==> src/rtl/mips_pkg.sv <==
// mips_pkg: opcodes, NOP word, fetch FSM state encoding and jump decode helper
package mips_pkg;
    localparam logic [5:0] OP_J = 6'b000010;
    localparam logic [5:0] OP_JAL = 6'b000011;
    localparam logic [31:0] NOP_WORD = 32'h0000_0000;
    typedef logic [1:0] state_t;
    localparam state_t S_IDLE = 2'd0;
    localparam state_t S_WAIT = 2'd1;
    localparam state_t S_HOLD = 2'd2;
    function automatic logic is_jump_op(input logic [5:0] op);
        return (op == OP_J) || (op == OP_JAL);
    endfunction
endpackage

==> src/rtl/instruction_fetch_mips_if.sv <==
// instruction_fetch_mips_if: PC, instruction memory and decoder signals of the fetch stage
interface instruction_fetch_mips_if #(parameter int DATA_W = 32);
    logic [DATA_W-1:0] ptr;
    logic [DATA_W-1:0] mem_addr;
    logic mem_req;
    logic mem_ack;
    logic [DATA_W-1:0] mem_rdata;
    logic [DATA_W-1:0] instruction;
    logic instr_valid;
    logic decode_ready;
    logic pc_en;
    logic is_jump;
    logic fetch_err;
    modport master (
        input ptr, mem_ack, mem_rdata, decode_ready,
        output mem_addr, mem_req, instruction, instr_valid, pc_en, is_jump, fetch_err
    );
    modport slave (
        output ptr, mem_ack, mem_rdata, decode_ready,
        input mem_addr, mem_req, instruction, instr_valid, pc_en, is_jump, fetch_err
    );
endinterface

==> src/rtl/instruction_fetch_mips_timeout.sv <==
// fetch_timeout_counter: counts memory wait cycles, flags expiry at TIMEOUT-1
module fetch_timeout_counter #(
    parameter int TIMEOUT = 16,
    localparam int CW = $clog2(TIMEOUT) + 1
) (
    input logic clk,
    input logic reset,
    input logic clear,
    input logic enable,
    output logic expired
);
    logic [CW-1:0] count_q, count_d;
    always_comb begin
        expired = count_q == CW'(TIMEOUT - 1);
        count_d = clear ? '0 : ((enable && !expired) ? count_q + 1'b1 : count_q);
    end
    always_ff @(posedge clk) begin
        if (reset) count_q <= '0;
        else count_q <= count_d;
    end
endmodule

==> src/rtl/instruction_fetch_mips.sv <==
// instruction_fetch_mips: req/ack instruction fetch with timeout NOP and valid/ready hold
module instruction_fetch_mips
    import mips_pkg::*;
#(
    parameter int DATA_W = 32,
    parameter int TIMEOUT = 16,
    parameter logic [DATA_W-1:0] NOP = NOP_WORD
) (
    input logic clk,
    input logic reset,
    instruction_fetch_mips_if.master bus
);
    state_t state_q, state_d;
    logic [DATA_W-1:0] mem_addr_q, mem_addr_d, instruction_q, instruction_d;
    logic mem_req_q, mem_req_d, instr_valid_q, instr_valid_d;
    logic pc_en_q, pc_en_d, is_jump_q, is_jump_d, fetch_err_q, fetch_err_d;
    logic cnt_clear, cnt_enable, cnt_expired;
    fetch_timeout_counter #(.TIMEOUT(TIMEOUT)) u_timeout (
        .clk(clk),
        .reset(reset),
        .clear(cnt_clear),
        .enable(cnt_enable),
        .expired(cnt_expired)
    );
    always_comb begin
        state_d = state_q;
        mem_addr_d = mem_addr_q;
        mem_req_d = mem_req_q;
        instruction_d = instruction_q;
        instr_valid_d = instr_valid_q;
        pc_en_d = 1'b0;
        is_jump_d = 1'b0;
        fetch_err_d = fetch_err_q;
        cnt_clear = 1'b0;
        cnt_enable = 1'b0;
        case (state_q)
            S_IDLE: begin
                mem_addr_d = {bus.ptr[DATA_W-1:2], 2'b00};
                mem_req_d = 1'b1;
                cnt_clear = 1'b1;
                fetch_err_d = fetch_err_q | (bus.ptr[1:0] != 2'b00);
                state_d = S_WAIT;
            end
            S_WAIT: begin
                // ack takes priority over a coincident timeout
                if (bus.mem_ack || cnt_expired) begin
                    instruction_d = bus.mem_ack ? bus.mem_rdata : NOP;
                    fetch_err_d = fetch_err_q | !bus.mem_ack;
                    mem_req_d = 1'b0;
                    instr_valid_d = 1'b1;
                    state_d = S_HOLD;
                end else cnt_enable = 1'b1;
            end
            S_HOLD: begin
                if (instr_valid_q && bus.decode_ready) begin
                    instr_valid_d = 1'b0;
                    pc_en_d = 1'b1;
                    is_jump_d = is_jump_op(instruction_q[DATA_W-1 -: 6]);
                    state_d = S_IDLE;
                end
            end
            default: state_d = S_IDLE;
        endcase
    end
    always_ff @(posedge clk) begin
        if (reset) begin
            state_q <= S_IDLE;
            mem_addr_q <= '0;
            mem_req_q <= 1'b0;
            instruction_q <= NOP;
            instr_valid_q <= 1'b0;
            pc_en_q <= 1'b0;
            is_jump_q <= 1'b0;
            fetch_err_q <= 1'b0;
        end else begin
            state_q <= state_d;
            mem_addr_q <= mem_addr_d;
            mem_req_q <= mem_req_d;
            instruction_q <= instruction_d;
            instr_valid_q <= instr_valid_d;
            pc_en_q <= pc_en_d;
            is_jump_q <= is_jump_d;
            fetch_err_q <= fetch_err_d;
        end
    end
    assign bus.mem_addr = mem_addr_q;
    assign bus.mem_req = mem_req_q;
    assign bus.instruction = instruction_q;
    assign bus.instr_valid = instr_valid_q;
    assign bus.pc_en = pc_en_q;
    assign bus.is_jump = is_jump_q;
    assign bus.fetch_err = fetch_err_q;
endmodule

==> src/flat_wrapper.sv <==
// flat-port wrapper written by rule: the top's interface ports become plain ports
module instruction_fetch_mips_flat import mips_pkg::*;
#(
    parameter int DATA_W = 32,
    parameter int TIMEOUT = 16,
    parameter logic [DATA_W-1:0] NOP = NOP_WORD
)
  (clk, reset, bus_ptr, bus_mem_ack, bus_mem_rdata, bus_decode_ready, bus_mem_addr, bus_mem_req, bus_instruction, bus_instr_valid, bus_pc_en, bus_is_jump, bus_fetch_err);
  instruction_fetch_mips_if #(.DATA_W(DATA_W)) bus_i ();
  input logic clk;
  input logic reset;
  input wire logic [$bits(bus_i.ptr)-1:0] bus_ptr;
  input wire logic [$bits(bus_i.mem_ack)-1:0] bus_mem_ack;
  input wire logic [$bits(bus_i.mem_rdata)-1:0] bus_mem_rdata;
  input wire logic [$bits(bus_i.decode_ready)-1:0] bus_decode_ready;
  output wire logic [$bits(bus_i.mem_addr)-1:0] bus_mem_addr;
  output wire logic [$bits(bus_i.mem_req)-1:0] bus_mem_req;
  output wire logic [$bits(bus_i.instruction)-1:0] bus_instruction;
  output wire logic [$bits(bus_i.instr_valid)-1:0] bus_instr_valid;
  output wire logic [$bits(bus_i.pc_en)-1:0] bus_pc_en;
  output wire logic [$bits(bus_i.is_jump)-1:0] bus_is_jump;
  output wire logic [$bits(bus_i.fetch_err)-1:0] bus_fetch_err;
  assign bus_i.ptr = bus_ptr;
  assign bus_i.mem_ack = bus_mem_ack;
  assign bus_i.mem_rdata = bus_mem_rdata;
  assign bus_i.decode_ready = bus_decode_ready;
  assign bus_mem_addr = bus_i.mem_addr;
  assign bus_mem_req = bus_i.mem_req;
  assign bus_instruction = bus_i.instruction;
  assign bus_instr_valid = bus_i.instr_valid;
  assign bus_pc_en = bus_i.pc_en;
  assign bus_is_jump = bus_i.is_jump;
  assign bus_fetch_err = bus_i.fetch_err;
  instruction_fetch_mips #(.DATA_W(DATA_W), .TIMEOUT(TIMEOUT), .NOP(NOP)) u_core (.clk(clk), .reset(reset), .bus(bus_i));
endmodule
==> config.mk <==
export PLATFORM = sky130hd
export DESIGN_NAME = instruction_fetch_mips_flat
export DESIGN_NICKNAME = d
export VERILOG_FILES = /design/src/rtl/mips_pkg.sv /design/src/rtl/instruction_fetch_mips_if.sv /design/src/rtl/instruction_fetch_mips_timeout.sv /design/src/rtl/instruction_fetch_mips.sv /design/src/flat_wrapper.sv
export SDC_FILE = /design/constraint.sdc
export NUM_CORES = 1
export LEC_CHECK = 0
export ABC_AREA = 1
export BUFFER_PORTS_ARGS = -buffer_cell sky130_fd_sc_hd__buf_2
export CAP_MARGIN = 30
export CELL_PAD_IN_SITES_DETAIL_PLACEMENT = 1
export CELL_PAD_IN_SITES_GLOBAL_PLACEMENT = 1
export CORE_MARGIN = 5
export CORE_UTILIZATION = 26
export CTS_CLUSTER_SIZE = 8
export DETAILED_ROUTE_END_ITERATION = 8
export HOLD_SLACK_MARGIN = 0.12
export MAX_ROUTING_LAYER = met4
export PLACE_DENSITY_LB_ADDON = 0.12
export SLEW_MARGIN = 10
export SYNTH_ARGS = -nofsm -noshare
export SYNTH_HDL_FRONTEND = slang
export SYNTH_SLANG_ARGS = --single-unit
export TNS_END_PERCENT = 10
==> constraint.sdc <==
create_clock -name clk -period 2.4 [get_ports clk]
set_clock_uncertainty 0.15 [all_clocks]
set_input_delay 0.12 -clock clk [delete_from_list [all_inputs] [get_ports clk]]
set_output_delay 0.12 -clock clk [all_outputs]
set_load 0.02 [all_outputs]
==> impl_metrics.py <==
metrics = {
    "placement": {
        "place_area_mm2": 0.00344,
        "hpwl_mm": 5.94,
        "io_buffer_count": 134,
        "gp_congestion": 0.740,
    },
    "global_routing": {
        "grt_overflow": 0,
        "grt_pass1_vias": 3255,
        "grt_pass1_wl_mm": 15.5,
        "grt_max_degree": 39,
        "antenna_found_initial": 0,
        "grt_usage_pct": 15.4,
    },
    "finish": {
        "final_layout_size_suffix_gt1_share_pct": 29.1,
        "fin_nets": 613,
        "n_fill_cell": 1266,
        "antenna_cells": 0,
        "postLayoutCoreUtil_pct": 42.4,
        "area_delta_synth_final_pct": 61.1,
        "final_cell_area_mm2": 0.00432,
    },
    "logic_synthesis": {
        "yosys_warnings": 0,
        "synth_compound_area_share_pct": 13.6,
        "ys_seq_elements": 74,
        "ys_types": 21,
        "synthSimpleGateAreaFrac_pct": 23.1,
        "ys_async_sr_fraction_pct": 0,
        "synth_edf_count": 0,
        "yosysSeqAreaShare_pct": 55.2,
        "synth_top_area_share_pct": 55.2,
        "synth_flop_cell": "dfxtp_1",
        "muxShareOfSynthArea_pct": 0,
        "avgSynthCellArea_um2": 7.73,
        "synthAdderAreaFrac_pct": 0.933,
        "synth_commonest_cells": "80 x nand2_1, 74 x dfxtp_1, 70 x nor2_1, 40 x a21oi_1, 32 x o21ai_0",
        "yosysMostFrequentCell": "nand2_1",
        "synth-xor-area-share_pct": 0.327,
        "yosys-top-cells-area": "dfxtp_1 55%, nand2_1 11%, nor2_1 9.8%",
        "yosys.area.top_type": "dfxtp_1",
        "synth_area_mm2": 0.00268,
        "syn_inst": 347,
        "synth_top_family_by_area": "simple AND/OR/NAND/NOR gates",
    },
    "power": {
        "p_per_area_mw_per_mm2": 708,
        "power.leakage_uw": 0.00202,
        "combPwrFrac_pct": 20.2,
        "p_switching_uw": 879,
        "power_frac_clock_pct": 34.8,
        "p_sw_share_pct": 28.7,
        "vdd.ir_drop.worst_v": 0.000276,
        "intPower_uw": 2180,
        "pwr-share-seq_pct": 45.0,
    },
    "floorplan": {
        "dieWidth_um": 112,
        "die_h_um": 112,
        "core_area_mm2": 0.0102,
        "row_count": 37,
        "die-area_mm2": 0.0124,
        "initial_core_util_pct": 26.3,
        "io_pins": 137,
    },
    "sta": {
        "tns_ns": 0,
        "worst_pin_slew_ns": 0.564,
        "fin_crit_sh_pct": 80.0,
        "slew_viol_final": 0,
        "finalHoldViolCount": 0,
        "setup_viol": 0,
        "fmax_mhz": 521,
        "slew-limit-headroom_pct": 62.4,
        "fin_crit_ns": 1.92,
        "whs_ns": 0.142,
        "rsz0062_at_grt": "no",
    },
    "setup_path": {
        "startpoint_type": "flip-flop",
        "path_max_fanout": 35,
        "worst-setup-path-type": "flip-flop to flip-flop",
        "cp.required_ns": 2.46,
        "worstPathArrival_ns": 1.98,
        "r2r_slack_ns": 0.48,
        "crit_path_end_kind": "flip-flop",
    },
    "detailed_routing": {
        "drc": 0,
        "vias_per_cell": 4.31,
        "first_iter_violations": 119,
        "drt_wl_total_mm": 9.25,
        "wl_per_cell_um": 13.5,
        "postRouteAntennaNets": 0,
        "vias": 2942,
        "drtPass1Iterations": 4,
    },
    "clocking": {
        "cts_tree": "done",
        "cts-hold-fix-buffers": 66,
        "clock_sink_count": 74,
        "clock-root-buffer": "clkbuf_8",
        "cts_inserted_buffers": 9,
        "insertion_delay_ns": 0.34,
        "post_cts_resized": 0,
        "clk_pin_slew_ns": 0.08,
        "htree_levels": 3,
        "post-cts-setup-buffers": 0,
        "clockBufferDepth": 2,
    },
    "flow_run": {
        "maxCapViolCount": 0,
    },
    "outcome": {
        "status": "finished clean",
    },
    "hold_path": {
        "min_path_type": "input port to flip-flop",
    },
}
## path summary, 6_finish.rpt
path / to / start / cells after the start
hold reg to reg: u_core.bus.fetch_err$_SDFFE_PP0P_ / u_core.bus.fetch_err$_SDFFE_PP0P_ / 2
setup / recovery: u_core.bus.fetch_err$_SDFFE_PP0P_ / u_core.u_timeout.count_q[0]$_SDFFE_PP0P_ / 11
setup reg to reg: u_core.bus.fetch_err$_SDFFE_PP0P_ / u_core.u_timeout.count_q[0]$_SDFFE_PP0P_ / 11
hold / removal: u_core.bus.instr_valid$_SDFFE_PP0P_ / reset / 5
## registers in the layout, indices dropped and copies added, names as in the netlist
| register | count |
|---|---|
| u_core.bus.is_jump | 1 |
| u_core.bus.instruction | 32 |
| u_core.state_q | 2 |
| u_core.u_timeout.count_q | 5 |
| u_core.bus.pc_en | 1 |
| u_core.bus.fetch_err | 1 |
| u_core.bus.mem_req | 1 |
| u_core.bus.instr_valid | 1 |
| u_core.bus.mem_addr | 30 |
## placed cells by master (no fill, tap or decap), drive strengths merged
cell type and instances:
a21oi 40, nor3 3, clkbuf 10, nand3b 1, clkinv 3, dlygate4sd3 66
nand3 4, o21ai 33, nand2 81, xor2 1, dfxtp 74, conb 2
nor2 71, inv 15, buf 139, bufinv 2, ha 2
## through the flow
stage | std cells | total power [uW] | setup slack (ns)
after floorplan | 348 | 1730 | 0.743
after global placement | 602 | 1930 | 0.540
after detailed placement | 602 | 1940 | 0.464
after CTS | 683 | 3120 | 0.454
after global routing | 683 | 3230 | 0.272
final | 683 | 3060 | 0.481
## area by class of cell
| type | count | area (um^2) | area share, % |
|---|---|---|---|
| Clock inverter | 5 | 78.8 | 1.82 |
| Sequential cell | 74 | 1480 | 34.3 |
| Clock buffer | 10 | 138 | 3.19 |
| Timing Repair Buffer | 205 | 1370 | 31.7 |
| Multi-Input combinational cell | 238 | 1030 | 23.8 |
| Inverter | 15 | 56.3 | 1.30 |
| Tap cell | 136 | 170 | 3.94 |
## cell families after synthesis
logic type,count (synthesis)
AND/OR/NAND/NOR,160
flip-flops,74
AO/OA/AOI/OAI,73
buffers and inverters,36
XOR/XNOR,1
other,1
adder cells (fa/ha/maj),2
## routing by layer
layer | track usage [%] | vias up | share of wire, %
met2 | 25.1 | 97 | 47
met1 | 18.3 | 1345 | 45
met4 | 6.33 | 0 | 2.0
met3 | 3.91 | 14 | 5.5
met5 | - | - | 0
li1 | - | 1486 | -
## power groups by stage
stage	clock network (uW)	logic (uW)	registers, uW
global route	1160	685	1390
detailed placement	0	543	1400
floorplan	0	214	1520
finish	1070	617	1380
global placement	0	533	1400
CTS	1120	627	1380
## critical path: stages (launching register included)
cell     delay (ns)
dfxtp_1        0.34
ha_1           0.22
inv_1          0.07
nor3_1         0.04
ha_1           0.18
inv_1          0.05
nand2_1        0.08
nand2_2        0.07
buf_4          0.34
nand2_1        0.09
nand2_1        0.08
a21oi_1        0.05
Note: power is estimated with default switching activity, not from simulation.
